File: config.mk
export PLATFORM = sky130hd
export DESIGN_NAME = alu_issue_stage
export DESIGN_NICKNAME = d
export VERILOG_FILES = /design/src/rtl/alu_pkg.sv /design/src/rtl/alu_cmd_fifo.sv /design/src/rtl/alu_issue_stage.sv
export SDC_FILE = /design/constraint.sdc
export NUM_CORES = 1
export LEC_CHECK = 0
export CAP_MARGIN = 30
export CORE_MARGIN = 8
export CORE_UTILIZATION = 35
export DETAILED_ROUTE_END_ITERATION = 8
export PLACE_DENSITY = 0.7
export SYNTH_ARGS = -nofsm -noshare
export SYNTH_HDL_FRONTEND = slang
export SYNTH_HIERARCHICAL = 1
export SYNTH_SLANG_ARGS = --single-unit
File: constraint.sdc
create_clock -name clk -period 5.4 [get_ports clk]
set_input_delay 1.08 -clock clk [delete_from_list [all_inputs] [get_ports clk]]
set_output_delay 1.08 -clock clk [all_outputs]
set_load 0.005 [all_outputs]
File: src/rtl/alu_pkg.sv
// Shared types and opcodes for the ALU issue stage and its command FIFO.
package alu_pkg;

    localparam int DATA_W = 8;

    localparam logic [1:0] OP_AND = 2'b00;
    localparam logic [1:0] OP_OR  = 2'b01;
    localparam logic [1:0] OP_ADD = 2'b10;
    localparam logic [1:0] OP_SUB = 2'b11;

    // One queued ALU command; when use_acc is set, a is ignored at issue.
    typedef struct packed {
        logic [DATA_W-1:0] a;
        logic [DATA_W-1:0] b;
        logic [1:0]        sel;
        logic              use_acc;
    } alu_cmd_t;

endpackage

File: src/rtl/alu_cmd_fifo.sv
// DEPTH-entry synchronous FIFO of alu_cmd_t. Pointers carry one extra wrap
// bit so full and empty are told apart without a separate counter.
module alu_cmd_fifo
    import alu_pkg::*;
#(
    parameter int DEPTH = 2
) (
    input  logic     clk,
    input  logic     rst_n,
    input  logic     push,
    input  alu_cmd_t push_data,
    input  logic     pop,
    output logic     full,
    output logic     empty,
    output alu_cmd_t head
);

    localparam int AW = $clog2(DEPTH);

    logic [AW:0] wr_ptr;
    logic [AW:0] rd_ptr;
    alu_cmd_t    mem [DEPTH];

    assign empty = (wr_ptr == rd_ptr);
    assign full  = (wr_ptr[AW] != rd_ptr[AW]) && (wr_ptr[AW-1:0] == rd_ptr[AW-1:0]);
    assign head  = mem[rd_ptr[AW-1:0]];

    // Pointer update; guarded so an overflowing push or underflowing pop is ignored.
    always_ff @(posedge clk or negedge rst_n) begin
        if (!rst_n) begin
            wr_ptr <= '0;
            rd_ptr <= '0;
        end else begin
            if (push && !full) begin
                wr_ptr <= wr_ptr + 1'b1;
            end
            if (pop && !empty) begin
                rd_ptr <= rd_ptr + 1'b1;
            end
        end
    end

    // Storage write; contents need no reset because head is only used when not empty.
    always_ff @(posedge clk) begin
        if (push && !full) begin
            mem[wr_ptr[AW-1:0]] <= push_data;
        end
    end

endmodule

File: src/rtl/alu_issue_stage.sv
// Issue stage in front of a combinational 8-bit ALU: queues commands, drives
// the ALU from the queue head, and captures result/carry/zero in an output slot.
//
// Handshakes: a transfer happens on a rising edge where valid && ready. The
// producer holds valid and its data stable until the transfer; valid never
// depends on ready. in_ready is !full only (no same-cycle pop pass-through);
// out_* are held stable while out_valid && !out_ready.
module alu_issue_stage
    import alu_pkg::*;
#(
    parameter int DEPTH  = 2,
    parameter int DATA_W = 8
) (
    input  logic              clk,
    input  logic              rst_n,
    input  logic              in_valid,
    output logic              in_ready,
    input  logic [DATA_W-1:0] in_a,
    input  logic [DATA_W-1:0] in_b,
    input  logic [1:0]        in_sel,
    input  logic              in_use_acc,
    input  logic              acc_clr,
    output logic [DATA_W-1:0] alu_a,
    output logic [DATA_W-1:0] alu_b,
    output logic [1:0]        alu_sel,
    input  logic [DATA_W-1:0] alu_result,
    input  logic              alu_carry,
    output logic              out_valid,
    input  logic              out_ready,
    output logic [DATA_W-1:0] out_result,
    output logic              out_carry,
    output logic              out_zero,
    output logic [DATA_W-1:0] acc_value
);

    alu_cmd_t in_cmd;
    alu_cmd_t head;
    logic     fifo_full;
    logic     fifo_empty;
    logic     head_valid;
    logic     push;
    logic     issue;

    assign in_cmd.a       = in_a;
    assign in_cmd.b       = in_b;
    assign in_cmd.sel     = in_sel;
    assign in_cmd.use_acc = in_use_acc;

    assign in_ready   = !fifo_full;
    assign push       = in_valid && in_ready;
    assign head_valid = !fifo_empty;
    assign issue      = head_valid && (!out_valid || out_ready);

    alu_cmd_fifo #(
        .DEPTH(DEPTH)
    ) u_fifo (
        .clk      (clk),
        .rst_n    (rst_n),
        .push     (push),
        .push_data(in_cmd),
        .pop      (issue),
        .full     (fifo_full),
        .empty    (fifo_empty),
        .head     (head)
    );

    // ALU operands from the head; A resolves against the accumulator at issue time.
    always_comb begin
        alu_a   = '0;
        alu_b   = '0;
        alu_sel = OP_AND;
        if (head_valid) begin
            alu_a   = head.use_acc ? acc_value : head.a;
            alu_b   = head.b;
            alu_sel = head.sel;
        end
    end

    // Output slot: load on issue, drop valid on a drain with nothing to issue.
    always_ff @(posedge clk or negedge rst_n) begin
        if (!rst_n) begin
            out_valid  <= 1'b0;
            out_result <= '0;
            out_carry  <= 1'b0;
            out_zero   <= 1'b0;
        end else if (issue) begin
            out_valid  <= 1'b1;
            out_result <= alu_result;
            out_carry  <= alu_carry;
            out_zero   <= (alu_result == '0);
        end else if (out_valid && out_ready) begin
            out_valid  <= 1'b0;
        end
    end

    // Accumulator: clear wins over the issue update in the same cycle.
    always_ff @(posedge clk or negedge rst_n) begin
        if (!rst_n) begin
            acc_value <= '0;
        end else if (acc_clr) begin
            acc_value <= '0;
        end else if (issue) begin
            acc_value <= alu_result;
        end
    end

endmodule
==> results of run 1 <==
[kinds of logic (layout without fill, tap and decap cells)]
logic type / after synthesis / in the layout / synth area share, %
mux: 30 / 30 / 12.5
flops: 61 / 61 / 64.7
xor+xnor: 3 / 3 / 1.27
simple gates: 51 / 51 / 10.5
buf+inv: 15 / 92 / 4.10
compound gates: 34 / 34 / 6.98
[registers in the layout, indices dropped and copies added (netlist names)]
name / flops
u_fifo/mem: 38
out_result: 8
u_fifo/rd_ptr: 2
out_carry: 1
out_valid: 1
acc_value: 8
out_zero: 1
u_fifo/wr_ptr: 2
[routing by layer]
metal  vias up  routed length (um)  global-route usage (%)
met2        46                2880                    19.0
met4         0                 163                    7.23
met1       879                2590                    14.1
li1        839                   -                       -
met3        15                 427                    4.25
met5         -                   0                       0
[worst max path at each step]
stage	start	endpoint	slack [ns]	cells past startpoint
global placement	u_fifo/rd_ptr[0]	alu_b[2]	2.11	5
global route	u_fifo/rd_ptr[0]	alu_b[2]	1.59	5
floorplan	in_valid	u_fifo/mem[1][0]	2.60	3
finish	u_fifo/rd_ptr[0]	alu_b[0]	1.76	5
detailed placement	u_fifo/rd_ptr[0]	alu_b[0]	2.09	5
CTS	u_fifo/rd_ptr[0]	alu_b[0]	1.73	5
[cell usage after synthesis, types with 5 or more instances]
cell type	instances	area share, %
o21ai_1	5	0.94
nand2_1	12	1.7
mux2_2	10	4.2
o21ai_0	14	2.6
edfxtp_1	38	43
a21oi_1	10	1.9
nor2_1	11	1.6
dfrtp_1	23	22
nand3_1	8	1.5
nor2b_1	6	1.4
mux2i_1	9	3.4
and2b_1	5	1.4
mux2_1	10	4.2
[layout make-up]
| class | instances | area, sq um |
|---|---|---|
| clock inverter | 3 | 15.0 |
| timing repair buffer | 74 | 766 |
| clock buffer | 13 | 139 |
| multi-input combinational | 118 | 845 |
| inverter | 2 | 7.51 |
| fill | 689 | 3680 |
| tap | 99 | 124 |
| sequential | 61 | 1720 |
[worst min-delay path, cell delays in order (launching register included)]
cell	delay (ns)
dfrtp_1	0.34
o21ai_1	0.07
nand2_1	0.06
[per-stage QoR]
stage / cell area (sq um) / total power, W / worst slack [ns] / instances / util [%]
6_report: 3610 / 0.00219 / 1.76 / 370 / 49.5
3_3_place_gp: 3400 / 0.00183 / 2.11 / 351 / 46.6
4_1_cts: 3610 / 0.00222 / 1.73 / 370 / 49.5
3_5_place_dp: 3460 / 0.00188 / 2.09 / 354 / 47.4
2_1_floorplan: 2650 / 0.00135 / 2.60 / 194 / -
5_1_grt: 3610 / 0.00234 / 1.59 / 370 / 49.5
[power by group]
group | total [W] | switching, W | internal, W | leakage (nW)
Combinational | 0.00111 | 0.000526 | 0.000580 | 0.653
Sequential | 0.000754 | 0.0000778 | 0.000676 | 0.636
Clock | 0.000327 | 0.000162 | 0.000165 | 0.0812
Total | 0.00219 | 0.000766 | 0.00142 | 1.37
==> summary.txt, run 1 <==
Timing
  • Clock Skew: 0.00967 ns
  • Setup TNS Final: 0 ns
  • Rel. slew slack: 40.4%
  • RSZ-0062 raised after global routing: no
  • Final critical-path required period: 3.64 ns
  • Actual slew at the worst max-slew pin: 0.892 ns
  • Setup Viol. Count Final: 0
  • Min Hold Slack: 0.504 ns
  • Final count of pins violating max slew: 0
  • Fin. Hold Viols: 0
  • Peak Freq: 0.275 GHz
  • Fin crit share: 67.4%

Synthesis
  • Synth Register Bits: 61
  • Number of synthesized flops with an enable pin: 38
  • Commonest register cell after synthesis: edfxtp_1
  • Cells after Synth: 194
  • Post-synthesis sequential area ratio: 64.7%
  • Async S/R FF share, synth: 37.7%
  • YS warnings: 6
  • Syn Std Cell Area: 2650 sq um
  • Syn_nets: 227
  • Synth cell types: 37
  • Syn_area_per_cell: 13.7 sq um

CTS
  • Root Buffer Master: clkbuf_8
  • Hold-fix buffers, CTS: 0
  • Reg clk slew, reported paths: 0.06 ns
  • Post-CTS Resized: 0
  • CTS tree: built
  • CTS buffer count: 9
  • Total clock sinks: 61
  • Clk buf depth: 2
  • Clk_lat worst skew: 0.33 ns
  • H-tree depth: 3
  • Setup repair bufs after CTS: 0

Status
  • Status: finished clean

Critical path
  • FF-to-FF path depth: 7
  • Critical-path top delay cell: nor2_4
  • Worst EP arrival: 2.56 ns
  • Cell family with most CP delay: simple AND/OR/NAND/NOR gates
  • Critical path fanouts, max: 38
  • Bufs and invs on worst path: 2
  • Critical Path Sink Type: output port
  • CP peak stage delay: 0.70 ns
  • WP data required: 4.32 ns
  • Worst path cell trace: buf_4, xor2_1, nor2_4, and2b_1, clkdlybuf4s50_1
  • Startpoint Class: flop
  • Reg-to-Reg Start: u_fifo/rd_ptr[0]
  • Worst R2R Setup Slack: 2.86 ns
  • Crit Path Class: reg2out
  • Reg-to-reg critical path endpoint: u_fifo/mem[1][11]

Hold path
  • WHS Path Cells: 2
  • Worst Min Path Start: out_zero
  • Hold Path Class: reg2reg
  • Worst Hold Path EP: out_zero

GRT
  • First-pass GRT wire length: 9730 um
  • Vias in the first global route: 1921
  • Gr ovfl total: 0
  • Global Route Usage Sum: 12.1%
  • Largest net degree at the start of global routing: 39
  • Initial antenna violation count: 0

Floorplan
  • Die X: 103 um
  • Initial Util: 36.4%
  • Die ar.: 10600 sq um
  • Placeable Area: 7290 sq um
  • DIE HEIGHT: 103 um
  • Row cnt: 31
  • I/O pin total: 71

Finish
  • Commonest non-fill, non-tap cell in the layout: clkdlybuf4s50_1
  • Final nets: 299
  • Most frequent cells in the layout: clkdlybuf4s50_1, edfxtp_1, dfrtp_1
  • Number of antenna diodes: 0
  • Share of cells above drive strength 1: 14.4%
  • Area delta synth->final: 36.2%

Route
  • Via count: 1779
  • First drt pass iteration count: 4
  • Routed WL per cell: 16.4 um
  • DRC marker count from the first detailed-route iteration: 66
  • Final ANT Viol Nets: 0
  • Drt drc: 0
  • DR vias/cell: 4.81
  • Total Wirelength: 6060 um

Pwr
  • Leak: 1.37 nW
  • Maximum VDD drop: 0.251 mV
  • Pwr Density: 605 nW/um^2

Flow run
  • # Max-Cap Violations: 0

Placed design
  • DP HPWL: 4350 um
  • IO buf count: 70
  • Gpl congestion: 0.759
(Power assumes the default switching activity.)
==> inputs of run 2 (changes only) <==
==> constraint.sdc (replaced) <==
create_clock -name clk -period 3.5 [get_ports clk]
set_input_delay 0.7 -clock clk [delete_from_list [all_inputs] [get_ports clk]]
set_output_delay 0.7 -clock clk [all_outputs]
set_load 0.005 [all_outputs]
==> run 2 against run 1 <==
Effect of this change: sequential cell count is the same; first-iteration DRC count up 15%; via count shrank 2.5%; non-clock buffer count up 1; clock power up 61%; wire length is 2.6% lower; register-to-register slack worse by 1.6 ns; sequential power up 56%.
==> summary.txt, run 2 (synthesized netlist as in run 1, its figures left out) <==
Critical path
  • Reg-to-Reg Start: u_fifo/rd_ptr[0]
  • Critical-path top delay cell: dfrtp_1
  • Worst path cell trace: buf_4, mux2_2, mux2i_1, nor2_1, clkdlybuf4s50_1
  • Worst EP arrival: 2.29 ns (-0.27 ns)
  • CP peak stage delay: 0.55 ns (-0.15 ns)
  • Crit Path Class: reg2out
  • Worst R2R Setup Slack: 1.29 ns (-1.57 ns)
  • Cell family with most CP delay: buffers and inverters
  • WP data required: 2.80 ns (-1.52 ns)
  • Startpoint Class: flop
  • FF-to-FF path depth: 6 (-1)
  • Reg-to-reg critical path endpoint: u_fifo/mem[1][18]
  • Critical path fanouts, max: 18 (-53%)
  • Critical Path Sink Type: output port
  • Bufs and invs on worst path: 2 (unchanged)

CTS
  • Setup repair bufs after CTS: 0 (unchanged)
  • CTS buffer count: 9 (unchanged)
  • H-tree depth: 3 (unchanged)
  • Post-CTS Resized: 0 (unchanged)
  • Total clock sinks: 61 (unchanged)
  • Clk buf depth: 2 (unchanged)
  • Root Buffer Master: clkbuf_8
  • CTS tree: built
  • Reg clk slew, reported paths: 0.07 ns (about the same)
  • Clk_lat worst skew: 0.32 ns (about the same)
  • Hold-fix buffers, CTS: 0 (unchanged)

Floorplan
  • Die X: 103 um (unchanged)
  • Row cnt: 31 (unchanged)
  • I/O pin total: 71 (unchanged)
  • Die ar.: 10600 sq um (unchanged)
  • Placeable Area: 7290 sq um (unchanged)
  • DIE HEIGHT: 103 um (unchanged)
  • Initial Util: 36.4% (unchanged)

Finish
  • Commonest non-fill, non-tap cell in the layout: clkdlybuf4s50_1
  • Most frequent cells in the layout: clkdlybuf4s50_1, edfxtp_1, dfrtp_1
  • Number of antenna diodes: 0 (unchanged)
  • Final Core Density: 49.4% (-0.15 points)
  • Share of cells above drive strength 1: 14.7% (+0.31 points)
  • Max reg flops: 38 (unchanged)
  • Area delta synth->final: 35.8%
  • Final nets: 300 (+0.33%)
  • Fillcell total: 692 (+0.44%)
  • Post-route insts no fill: 371 (+0.27%)

Pwr
  • Reg power frac: 34.7% (+0.2 points)
  • Logic pwr share: 49.7% (-0.9 points)
  • Maximum VDD drop: 0.376 mV (+50%)
  • Pint: 0.00221 W (+55%)
  • Clock network fraction of design power: 15.6% (+0.7 points)
  • Sw Share: 34.8% (-0.19 points)
  • Pwr Density: 941 nW/um^2 (+55%)
  • NetSw: 0.00118 W (+54%)
  • Leak: 1.37 nW (about the same)
  • Final Power: 0.00339 W (+55%)

Timing
  • Rel. slew slack: 68.0% (+28 points)
  • Actual slew at the worst max-slew pin: 0.478 ns (-0.413 ns)
  • Worst setup margin: 0.511 ns (-1.25 ns)
  • Peak Freq: 0.335 GHz
  • Final critical-path required period: 2.99 ns
  • Setup TNS Final: 0 ns (unchanged)
  • Setup Viol. Count Final: 0 (unchanged)
  • Final count of pins violating max slew: 0 (unchanged)
  • Fin crit share: 85.4%
  • RSZ-0062 raised after global routing: no
  • Fin. Hold Viols: 0 (unchanged)
  • Clock Skew: 0.00862 ns (-0.00106 ns)

GRT
  • First-pass GRT wire length: 9270 um (-4.7%)
  • Largest net degree at the start of global routing: 21 (-46%)
  • Global Route Usage Sum: 11.6% (-0.50 points)
  • Gr ovfl total: 0 (unchanged)
  • Vias in the first global route: 1854 (-3.5%)
  • Initial antenna violation count: 0 (unchanged)

Hold path
  • Worst Min Path Start: out_zero
  • Hold Path Class: reg2reg
  • Worst Hold Path EP: out_zero
  • WHS Path Cells: 2 (unchanged)

Route
  • DRC marker count from the first detailed-route iteration: 76 (+15%)
  • Routed WL per cell: 15.9 um (-2.9%)
  • Final ANT Viol Nets: 0 (unchanged)
  • DR vias/cell: 4.68 (-2.7%)
  • First drt pass iteration count: 4 (unchanged)
  • Via count: 1735 (-2.5%)
  • Drt drc: 0 (unchanged)
  • Total Wirelength: 5900 um (-2.6%)

Placed design
  • IO buf count: 70 (unchanged)
  • DP HPWL: 4140 um (-4.8%)
  • Post-Place Cells: 355 (+0.28%)
  • Placement Setup Slack: 0.854 ns (-1.24 ns)
  • Gpl congestion: 0.752 (-0.87%)

Status
  • Status: finished clean

Flow run
  • # Max-Cap Violations: 0 (unchanged)
## run 2: worst max-delay path by stage
stage	cells after the start	startpoint	slack, ns	endpoint
final	5	u_fifo/rd_ptr[0]	0.51	alu_a[2]
after global routing	5	u_fifo/rd_ptr[0]	0.38	alu_a[7]
after CTS	5	u_fifo/rd_ptr[0]	0.49	alu_a[2]
after detailed placement	5	u_fifo/rd_ptr[0]	0.85	alu_a[2]
after global placement	5	u_fifo/rd_ptr[0]	0.86	alu_a[5]
after floorplan	7	u_fifo/rd_ptr[0]	0.93	u_fifo/mem[1][0]
## run 2: per-stage QoR
step / instance area [sq um] / hold WS [ns]
detailed placement: 3440 / 0.480
global placement: 3420 / 0.482
finish: 3600 / 0.501
CTS: 3600 / 0.497
global route: 3600 / 0.541
floorplan: 2650 / 0.404
## run 2: layout make-up
cell class	count	area, sq um	area share (%)
clock inverter	2	10.0	0.278
tap	99	124	3.44
multi-input combinational	118	845	23.5
inverter	2	7.51	0.208
sequential	61	1720	47.7
timing repair buffer	75	746	20.7
clock buffer	14	153	4.24
## run 2: routing by layer
metal,track usage [%],vias to the layer above,share of wire [%]
met5,0,-,0
met4,6.56,0,2.2
met3,4.32,10,7.0
met2,18.2,43,47
met1,13.5,837,44
li1,-,845,-
## run 2: worst register-to-register path, delay by kind of cell, from the launching register on
| family | cells | cell delay, ns |
|---|---|---|
| AOI/OAI and AO/OA | 1 | 0.13 |
| and+or+nand+nor | 3 | 0.58 |
| buffers and inverters | 1 | 0.30 |
| DFF | 1 | 0.55 |
| xor gates and xnor gates | 1 | 0.31 |
## run 2: power groups by stage
| stage | Clock, W | Sequential (W) | Combinational, W |
|---|---|---|---|
| after floorplan | 0 | 0.00115 | 0.000937 |
| after global placement | 0 | 0.00118 | 0.00169 |
| after detailed placement | 0 | 0.00119 | 0.00170 |
| after CTS | 0.000540 | 0.00118 | 0.00172 |
| after global routing | 0.000569 | 0.00120 | 0.00185 |
| final | 0.000528 | 0.00118 | 0.00168 |
==> inputs of run 3 (changes only) <==
--- a/config.mk
+++ b/config.mk
@@ -6,7 +6,6 @@
 export NUM_CORES = 1
 export LEC_CHECK = 0
 export CAP_MARGIN = 30
-export CORE_MARGIN = 8
 export CORE_UTILIZATION = 35
 export DETAILED_ROUTE_END_ITERATION = 8
 export PLACE_DENSITY = 0.7
==> run 3 against run 2 <==
Effect of this change: register-to-register slack got worse by 0.19 ns; critical path type unchanged; power rose by 1.5%; die area fell by 25%; fmax fell by 1.9%.
==> summary.txt, run 3 (synthesized netlist as in run 1, its figures left out) <==
Status
  • Status: finished clean

Finish
  • Commonest non-fill, non-tap cell in the layout: clkdlybuf4s50_1
  • Multi-input gate area: 840 sq um (-0.59%)
  • FF+latch area: 1720 sq um (unchanged)
  • Fillcell total: 679 (-1.9%)
  • Final Core Density: 49.9% (+0.57 points)
  • Share of cells above drive strength 1: 15.3% (+0.62 points)
  • Area delta synth->final: 37.3%
  • Final nets: 302 (+0.67%)
  • Most frequent cells in the layout: clkdlybuf4s50_1, edfxtp_1, dfrtp_1
  • Max reg flops: 38 (unchanged)
  • Number of antenna diodes: 0 (unchanged)

Floorplan
  • Row cnt: 31 (unchanged)
  • Initial Util: 36.4% (unchanged)
  • Die X: 89.1 um (-14%)
  • I/O pin total: 71 (unchanged)
  • DIE HEIGHT: 89.1 um (-14%)
  • Die ar.: 7930 sq um (-25%)
  • Placeable Area: 7290 sq um (unchanged)

CTS
  • Root Buffer Master: clkbuf_8
  • H-tree depth: 3 (unchanged)
  • Post-CTS Resized: 0 (unchanged)
  • CTS tree: built
  • Clk_lat worst skew: 0.33 ns (about the same)
  • Reg clk slew, reported paths: 0.06 ns (about the same)
  • Clk buf depth: 2 (unchanged)
  • Total clock sinks: 61 (unchanged)
  • Hold-fix buffers, CTS: 0 (unchanged)
  • Setup repair bufs after CTS: 0 (unchanged)
  • CTS buffer count: 9 (unchanged)

GRT
  • Grt met1 use: 19.9% (+6.4 points)
  • Global Route Usage Sum: 15.1% (+3.5 points)
  • Initial antenna violation count: 0 (unchanged)
  • GRT met2 Usage: 23.8% (+5.6 points)
  • Vias in the first global route: 1731 (-6.6%)
  • First-pass GRT wire length: 8650 um (-6.8%)
  • Met3 usage: 4.89% (+0.57 points)
  • Gr ovfl total: 0 (unchanged)
  • Largest net degree at the start of global routing: 21 (unchanged)
  • Layer with the highest usage: met2

Route
  • Final ANT Viol Nets: 0 (unchanged)
  • Drt drc: 0 (unchanged)
  • DRC marker count from the first detailed-route iteration: 85 (+12%)
  • Total Wirelength: 5520 um (-6.6%)
  • First drt pass iteration count: 4 (unchanged)
  • Via count: 1739 (+0.23%)
  • DR vias/cell: 4.66 (-0.31%)
  • Routed WL per cell: 14.8 um (-7.1%)

Timing
  • Setup Viol. Count Final: 0 (unchanged)
  • Final count of pins violating max slew: 0 (unchanged)
  • Actual slew at the worst max-slew pin: 0.531 ns (+0.0523 ns)
  • Fin. Hold Viols: 0 (unchanged)
  • Worst setup margin: 0.453 ns (-0.0580 ns)
  • Final critical-path required period: 3.05 ns (+0.0580 ns)
  • Peak Freq: 0.328 GHz (-1.9%)
  • Setup TNS Final: 0 ns (unchanged)
  • RSZ-0062 raised after global routing: no
  • Fin crit share: 87.0% (+1.7 points)
  • Clock Skew: 0.00799 ns (-0.000634 ns)
  • Rel. slew slack: 64.6% (-3.5 points)

Critical path
  • Worst setup path endpoint: alu_a[3]
  • Startpoint Class: flop
  • Reg-to-reg critical path endpoint: u_fifo/mem[1][12]
  • Critical Path Sink Type: output port
  • Worst R2R Setup Slack: 1.10 ns (-0.19 ns)
  • Crit Path Class: reg2out
  • FF-to-FF path depth: 6 (unchanged)
  • WP data required: 2.80 ns (about the same)
  • Worst EP arrival: 2.35 ns (+0.06 ns)
  • Critical path fanouts, max: 14 (-4)
  • Reg-to-Reg Start: u_fifo/wr_ptr[0]
  • Crit path from: u_fifo/rd_ptr[0]

Hold path
  • Hold Path Class: reg2reg

Placed design
  • IO buf count: 70 (unchanged)
  • Placement Setup Slack: 0.788 ns (-0.0657 ns)
  • Gpl congestion: 0.762 (+1.3%)
  • DP HPWL: 3970 um (-4.1%)

Pwr
  • Leak: 1.39 nW (+1.4%)
  • Maximum VDD drop: 0.526 mV (+40%)
  • Pwr Density: 943 nW/um^2 (+0.31%)
  • Final Power: 0.00344 W (+1.5%)

Flow run
  • # Max-Cap Violations: 0 (unchanged)
## run 3: worst min-delay path by stage
stage,from,endpoint,slack [ns],cells after the start
6_report,out_carry,out_carry,0.51,1
4_1_cts,out_result[2],out_result[2],0.51,2
2_1_floorplan,rst_n,acc_value[0],0.40,0
3_3_place_gp,out_result[5],out_result[5],0.48,2
3_5_place_dp,out_carry,out_carry,0.49,1
5_1_grt,out_carry,out_carry,0.54,1
## run 3: layout make-up
type | instances | area share [%]
clock inverters | 6 | 1.48
well taps | 99 | 3.40
inverters | 2 | 0.206
repair buffers | 77 | 21.2
flip-flops and latches | 61 | 47.1
clock buffers | 10 | 3.50
multi-input cells | 118 | 23.1
## run 3: power breakdown
group / switching [W] / internal, W
Clock: 0.000256 / 0.000320
Combinational: 0.000785 / 0.000909
Sequential: 0.000123 / 0.00104
## run 3: metal layers
metal,share of wire (%),routed length (um)
met1,46,2550
met2,48,2640
met3,4.8,264
met4,1.2,65
met5,0,0
## run 3: critical path: stages, from the launching register on
cell             delay [ns]
dfrtp_1                0.37
buf_4                  0.25
mux2_1                 0.54
mux2i_1                0.19
nor2_1                 0.14
clkdlybuf4s50_1        0.53
## run 3: through the flow
step	std cells	hold WS, ns	area [sq um]
floorplan	194	0.404	2650
global placement	356	0.483	3430
detailed placement	357	0.493	3460
CTS	373	0.511	3640
global route	373	0.543	3640
finish	373	0.509	3640
